$ cat config.mk
export PLATFORM = sky130hd
export DESIGN_NAME = eth_mode_ctrl
export DESIGN_NICKNAME = d
export VERILOG_FILES = /design/src/rtl/eth_ctl_pkg.sv /design/src/rtl/eth_watchdog.sv /design/src/rtl/eth_mode_ctrl.sv
export SDC_FILE = /design/constraint.sdc
export NUM_CORES = 1
export LEC_CHECK = 0
export BUFFER_PORTS_ARGS = -buffer_cell sky130_fd_sc_hd__buf_2
export CAP_MARGIN = 20
export CORE_UTILIZATION = 50
export CTS_BUF_LIST = sky130_fd_sc_hd__clkbuf_16
export DETAILED_ROUTE_END_ITERATION = 8
export PLACE_DENSITY = 0.76
export SLEW_MARGIN = 20
export SYNTH_ARGS = -nofsm -noshare
export SYNTH_HDL_FRONTEND = slang
export SYNTH_SLANG_ARGS = --single-unit
$ cat constraint.sdc
create_clock -name sysclk -period 2.12 [get_ports sysclk]
set_input_delay 0.318 -clock sysclk [delete_from_list [all_inputs] [get_ports sysclk]]
set_output_delay 0.318 -clock sysclk [all_outputs]
set_load 0.1 [all_outputs]
$ cat src/rtl/eth_ctl_pkg.sv
// Shared mode codes for the Ethernet-chip bus sequencer and the bus multiplexers it steers.
// Latency: n/a (constants and a pure decode function).
// Backpressure: n/a.
//
// Contents: eth_mode_e (the 3-bit ctl code), watchdog defaults, start-pulse decode.
package eth_ctl_pkg;

    // These values are decoded directly by the bus multiplexers, so they are fixed.
    typedef enum logic [2:0] {
        MODE_INIT   = 3'b000,
        MODE_TXINIT = 3'b001,
        MODE_TX     = 3'b010,
        MODE_RXINIT = 3'b011,
        MODE_RX     = 3'b100,
        MODE_IDLE   = 3'b111
    } eth_mode_e;

    // 1 ms at 49.152 MHz.
    localparam int unsigned TIMEOUT_DEFAULT = 49152;
    localparam int unsigned TO_W_DEFAULT    = 16;

    // Start pulse vector bit order: {rx, rxinit, tx, txinit, init}.
    localparam int unsigned START_W = 5;

    // One-hot start pulse for entry into mode m; Idle has no sub-controller to start.
    function automatic logic [START_W-1:0] mode_start(input eth_mode_e m);
        logic [START_W-1:0] s;
        s = '0;
        case (m)
            MODE_INIT:   s = 5'b00001;
            MODE_TXINIT: s = 5'b00010;
            MODE_TX:     s = 5'b00100;
            MODE_RXINIT: s = 5'b01000;
            MODE_RX:     s = 5'b10000;
            default:     s = 5'b00000;
        endcase
        return s;
    endfunction

endpackage

$ cat src/rtl/eth_watchdog.sv
// Per-state watchdog: counts cycles spent in a non-Idle state, flags when the limit is reached.
// Latency: expired_o is a compare on the registered count (count == TIMEOUT-1).
// Backpressure: none; clr_i has priority over en_i, count saturates at TIMEOUT-1.
//
// Ports: sysclk, reset (async active-low), clr_i (state change), en_i (count this cycle),
//        expired_o (limit reached).
module eth_watchdog
    import eth_ctl_pkg::*;
#(
    parameter int unsigned TIMEOUT = TIMEOUT_DEFAULT,
    parameter int unsigned TO_W    = TO_W_DEFAULT
) (
    input  logic sysclk,
    input  logic reset,
    input  logic clr_i,
    input  logic en_i,
    output logic expired_o
);

    localparam logic [TO_W-1:0] LIMIT = TO_W'(TIMEOUT - 1);
    localparam logic [TO_W-1:0] ONE   = TO_W'(1);

    logic [TO_W-1:0] count_q, count_d;

    always_comb begin
        count_d = count_q;
        if (clr_i) begin
            count_d = '0;
        end else if (en_i && (count_q != LIMIT)) begin
            count_d = count_q + ONE;
        end
    end

    always_ff @(posedge sysclk or negedge reset) begin
        if (!reset) begin
            count_q <= '0;
        end else begin
            count_q <= count_d;
        end
    end

    assign expired_o = (count_q == LIMIT);

endmodule

$ cat src/rtl/eth_mode_ctrl.sv
// Bus-ownership sequencer: drives the ctl mode code, starts sub-controllers, arbitrates TX/RX.
// Latency: done or request in cycle n -> new ctl plus start pulse in cycle n+1; all outputs registered.
// Backpressure: tx_req is held by the host until tx_ack; irq_n held low until serviced.
//
// Ports: sysclk, reset (async active-low); tx_req, irq_n, *_done pulses, err_clr in;
//        ctl, *_start pulses, tx_ack, busy, err_timeout, err_state out.
module eth_mode_ctrl
    import eth_ctl_pkg::*;
#(
    parameter int unsigned TIMEOUT = TIMEOUT_DEFAULT,
    parameter int unsigned TO_W    = TO_W_DEFAULT
) (
    input  logic       sysclk,
    input  logic       reset,
    input  logic       tx_req,
    input  logic       irq_n,
    input  logic       init_done,
    input  logic       txinit_done,
    input  logic       tx_done,
    input  logic       rxinit_done,
    input  logic       rx_done,
    input  logic       err_clr,
    output logic [2:0] ctl,
    output logic       init_start,
    output logic       txinit_start,
    output logic       tx_start,
    output logic       rxinit_start,
    output logic       rx_start,
    output logic       tx_ack,
    output logic       busy,
    output logic       err_timeout,
    output logic [2:0] err_state
);

    eth_mode_e          ctl_q, ctl_d;
    logic [START_W-1:0] start_q, start_d;
    logic               boot_q;
    logic               last_rx_q, last_rx_d;
    logic               tx_ack_q, tx_ack_d;
    logic               busy_q, busy_d;
    logic               err_to_q, err_to_d;
    logic [2:0]         err_state_q, err_state_d;

    logic               done_sel;
    logic               done_ok;
    logic               trans;
    logic               wd_en;
    logic               wd_expired;

    // Only the done belonging to the current mode counts.
    always_comb begin
        done_sel = 1'b0;
        case (ctl_q)
            MODE_INIT:   done_sel = init_done;
            MODE_TXINIT: done_sel = txinit_done;
            MODE_TX:     done_sel = tx_done;
            MODE_RXINIT: done_sel = rxinit_done;
            MODE_RX:     done_sel = rx_done;
            default:     done_sel = 1'b0;
        endcase
    end

    // A start pulse marks the entry cycle; a done seen there cannot be a reply to this start.
    assign done_ok = done_sel && !boot_q && (start_q == '0);

    always_comb begin
        ctl_d       = ctl_q;
        trans       = 1'b0;
        tx_ack_d    = 1'b0;
        last_rx_d   = last_rx_q;
        err_to_d    = err_to_q && !err_clr;
        err_state_d = err_state_q;

        if (boot_q) begin
            // First edge after reset release: enter Init for real.
            ctl_d = MODE_INIT;
            trans = 1'b1;
        end else if (ctl_q == MODE_IDLE) begin
            // Receive wins unless it was served last and a transmit is also waiting.
            if (!irq_n && (!tx_req || !last_rx_q)) begin
                ctl_d     = MODE_RXINIT;
                trans     = 1'b1;
                last_rx_d = 1'b1;
            end else if (tx_req) begin
                ctl_d     = MODE_TXINIT;
                trans     = 1'b1;
                last_rx_d = 1'b0;
            end
        end else if (done_ok) begin
            // Done takes priority over a same-cycle watchdog expiry.
            trans = 1'b1;
            case (ctl_q)
                MODE_INIT:   ctl_d = MODE_IDLE;
                MODE_TXINIT: ctl_d = MODE_TX;
                MODE_TX: begin
                    ctl_d    = MODE_IDLE;
                    tx_ack_d = 1'b1;
                end
                MODE_RXINIT: ctl_d = MODE_RX;
                MODE_RX:     ctl_d = MODE_IDLE;
                default:     ctl_d = MODE_INIT;
            endcase
        end else if (wd_expired) begin
            // Hung sub-controller (or hung Init): re-initialise the chip.
            ctl_d       = MODE_INIT;
            trans       = 1'b1;
            err_to_d    = 1'b1;
            err_state_d = ctl_q;
        end

        start_d = trans ? mode_start(ctl_d) : '0;
        busy_d  = (ctl_d != MODE_IDLE);
    end

    assign wd_en = (ctl_q != MODE_IDLE);

    eth_watchdog #(
        .TIMEOUT (TIMEOUT),
        .TO_W    (TO_W)
    ) u_watchdog (
        .sysclk    (sysclk),
        .reset     (reset),
        .clr_i     (trans),
        .en_i      (wd_en),
        .expired_o (wd_expired)
    );

    always_ff @(posedge sysclk or negedge reset) begin
        if (!reset) begin
            ctl_q       <= MODE_INIT;
            start_q     <= '0;
            boot_q      <= 1'b1;
            last_rx_q   <= 1'b0;
            tx_ack_q    <= 1'b0;
            busy_q      <= 1'b1;
            err_to_q    <= 1'b0;
            err_state_q <= 3'b000;
        end else begin
            ctl_q       <= ctl_d;
            start_q     <= start_d;
            boot_q      <= 1'b0;
            last_rx_q   <= last_rx_d;
            tx_ack_q    <= tx_ack_d;
            busy_q      <= busy_d;
            err_to_q    <= err_to_d;
            err_state_q <= err_state_d;
        end
    end

    assign ctl          = ctl_q;
    assign init_start   = start_q[0];
    assign txinit_start = start_q[1];
    assign tx_start     = start_q[2];
    assign rxinit_start = start_q[3];
    assign rx_start     = start_q[4];
    assign tx_ack       = tx_ack_q;
    assign busy         = busy_q;
    assign err_timeout  = err_to_q;
    assign err_state    = err_state_q;

endmodule

==> flow_metrics.env <==
export IMPL_crit_family="simple AND/OR/NAND/NOR gates"
export IMPL_drc=1
export IMPL_relSlewSlack_pct=52.9
export IMPL_worst_path_buf_inv=0
export IMPL_final_cells=225
export IMPL_tightest_slew_ns=0.706
export IMPL_synth_area_leaders="dfrtp_1, nor2_1, xor2_1"
export IMPL_tns_ns=-0.00397
export IMPL_cp_slowest_cell="or4_4"
export IMPL_rsz0062_at_grt="yes"
export IMPL_regArea_um2=818
export IMPL_final_hold_viol_count=0
export IMPL_fin_crit_sh_pct=100
export IMPL_path_class="reg -> reg"
export IMPL_netSwitchingPower_uw=596
export IMPL_cp_max_fo=5
export IMPL_fin_skew_ns=0.00582
export IMPL_synthArstFlopShare_pct=100
export IMPL_fin_crit_ns=2.12
export IMPL_whs_ns=0.0977
export IMPL_routed_wl_um=3690
export IMPL_vias=1341
export IMPL_pin_count=24
export IMPL_synthTopCellsByCount="dfrtp_1, nor2_1, nand2_1, nand3_1, xor2_1"
export IMPL_drtIter0Drc=57
export IMPL_drive_above_1_share_pct=35.1
export IMPL_clockBufferDepth=2
export IMPL_synth_edff_count=0
export IMPL_cp_depth=6
export IMPL_numCtsBuffers=5
export IMPL_syn_to_final_growth_pct=30.0
export IMPL_post_drt_wl_per_cell_um=16.4
export IMPL_reg2reg_depth=6
export IMPL_fill_cells=198
export IMPL_fmax_ghz=0.471
export IMPL_clkPwrFrac_pct=35.8
export IMPL_cts_root_buf="clkbuf_16"
export IMPL_grt_max_degree=33
export IMPL_synth_yosys_seq_area_share_pct=51.2
export IMPL_r2r_start="start_q[3]"
export IMPL_nets=204
export IMPL_outcome="finished, violations left"
export IMPL_ctsHoldBuffers=0
export IMPL_grtUsageTotal_pct=23.7
export IMPL_seqPwrFrac_pct=37.9
export IMPL_synth_cell_types=41
export IMPL_power_density_mw_per_mm2=896
export IMPL_yosys_register_bits=32
export IMPL_yosysMostFrequentCell="dfrtp_1"
export IMPL_yosys_warnings=0
export IMPL_endpoint_kind="flop"
export IMPL_pwr_share_comb_pct=26.3
export IMPL_hold_class="in -> async"
export IMPL_r2r_end="last_rx_q"
export IMPL_startpoint="start_q[3]"
export IMPL_coreArea_mm2=0.00285
export IMPL_start_kind="flop"
export IMPL_chipHeight_um=58.0
export IMPL_r2r_setup_slack_ns=-0.004
export IMPL_gp_congestion=0.818
export IMPL_maxSlewViolCount=0
export IMPL_synth_area_mm2=0.00157
export IMPL_max_cap_violations=0
export IMPL_p_sw_share_pct=32.6
export IMPL_grt_overflow=0
export IMPL_num_rows=19
export IMPL_pre_cts_ws_ns=-0.109
export IMPL_viasPerCell=5.96
export IMPL_dp_cells=212
export IMPL_postRouteAntennaNets=0
export IMPL_syn_nets=163
export IMPL_cts_clk_slew_worst_paths_ns=0.05
export IMPL_leakage_nw=0.916
export IMPL_syn_area_per_cell_um2=10.3
export IMPL_critPathRequiredTime_ns=2.28
export IMPL_grt_pass1_vias=1336
export IMPL_antenna_found_initial=0
export IMPL_final_core_util_pct=71.5
export IMPL_ir_drop_v=0.000645
export IMPL_first_pass_iters=6
export IMPL_grt_pass1_wl_um=6040
export IMPL_yosysTopAreaCellShare_pct=47.8
export IMPL_diodes=0
export IMPL_dp_hpwl_um=2410
export IMPL_timing_final_ws_setup_ns=-0.00397
export IMPL_worstPathArrival_ns=2.28
export IMPL_synth_top_cell_by_area="dfrtp_1"
export IMPL_multiInputGateArea_um2=802
export IMPL_setup_viol=1
export IMPL_failed_checks="design-rule violations, negative setup slack"
export IMPL_clk_insertion_delay_late_ns=0.27
export IMPL_synthCells=152
export IMPL_synthFlopType="dfrtp_1"
export IMPL_die_area_mm2=0.00337
export IMPL_path_cells="or4_4 > a2111oi_4 > nand4b_1 > a31oi_4 > nand2b_1 > o2bb2ai_1"
export IMPL_htreeDepth=2
export IMPL_io_buffer_count=23
export IMPL_cts_tree="done"
export IMPL_internal_power_mw=1.23
export IMPL_cpPeakStageDelay_ns=0.53
export IMPL_cts_sinks=32
export IMPL_initial_utilization_pct=55.0
export IMPL_die_w_um=58.0
-- metal layers --
metal / up-vias / track usage [%] / wire length (um)
met4: 0 / 8.50 / 66
met3: 9 / 6.92 / 161
met2: 45 / 38.3 / 1850
li1: 616 / - / -
met5: - / 0 / 0
met1: 671 / 30.6 / 1620
-- sequential cells by signal (all words and copies together), names as in the netlist, 3 cells and up --
register and flops:
err_state 3, u_watchdog.count_q 16, start_q 5, ctl 3
-- repair_timing --
| action | in CTS | in global routing |
|---|---|---|
| hold endpoints to repair | 0 | 0 |
| setup endpoints to repair | 24 | 28 |
| resized for setup | 7 | 6 |
| pin swaps | 5 | 6 |
| setup buffers | 5 | 1 |
-- per-stage QoR --
stage	total power [mW]	area [um2]
floorplan	1.01	1610
global placement	1.10	1800
detailed placement	1.11	1800
CTS	1.80	2010
global route	1.90	2040
finish	1.83	2040
-- worst max-delay path by stage --
stage | endpoint | slack [ns]
5_1_grt | last_rx_q | -0.12
3_3_place_gp | err_state[0] | -0.02
3_5_place_dp | start_q[3] | -0.11
4_1_cts | last_rx_q | -0.08
6_report | last_rx_q | -0.004
2_1_floorplan | err_state[0] | -0.17
-- power groups by stage --
stage	Sequential, mW	Clock (mW)	Combinational, mW
after global placement	0.694	0	0.406
after CTS	0.690	0.667	0.447
after global routing	0.696	0.694	0.508
after floorplan	0.840	0	0.173
after detailed placement	0.698	0	0.416
final	0.692	0.654	0.481
-- cells in the final DEF, fill, tap and decap left out, drive strengths merged, types with 2 or more instances in the layout --
| cell | count |
|---|---|
| a211o | 2 |
| a21oi | 3 |
| a31oi | 3 |
| and3 | 2 |
| and4 | 2 |
| buf | 38 |
| clkbuf | 5 |
| dfrtp | 30 |
| dfstp | 2 |
| inv | 6 |
| mux2 | 2 |
| nand2 | 11 |
| nand2b | 3 |
| nand3 | 9 |
| nand4 | 6 |
| nand4b | 3 |
| nor2 | 24 |
| nor3 | 2 |
| nor4 | 3 |
| o21ai | 6 |
| or4 | 2 |
| xnor2 | 6 |
| xor2 | 9 |
-- cell type report --
cell class	count	area share, %
multi-input combinational	112	39.3
tap	31	1.90
clock buffer	5	6.13
timing repair buffer	38	11.2
inverter	4	0.736
clock inverter	3	0.613
sequential	32	40.1
-- logic make-up after synthesis --
family | after synthesis | synth area share, %
buffers and inverters | 8 | 1.99
xor gates and xnor gates | 15 | 8.37
adders and majority gates | 1 | 0.797
DFF | 32 | 51.2
other | 1 | 0.239
and+or+nand+nor | 72 | 24.4
muxes | 3 | 2.07
AOI/OAI and AO/OA | 20 | 10.9
No activity file was read; power rests on OpenSTA's default activity.
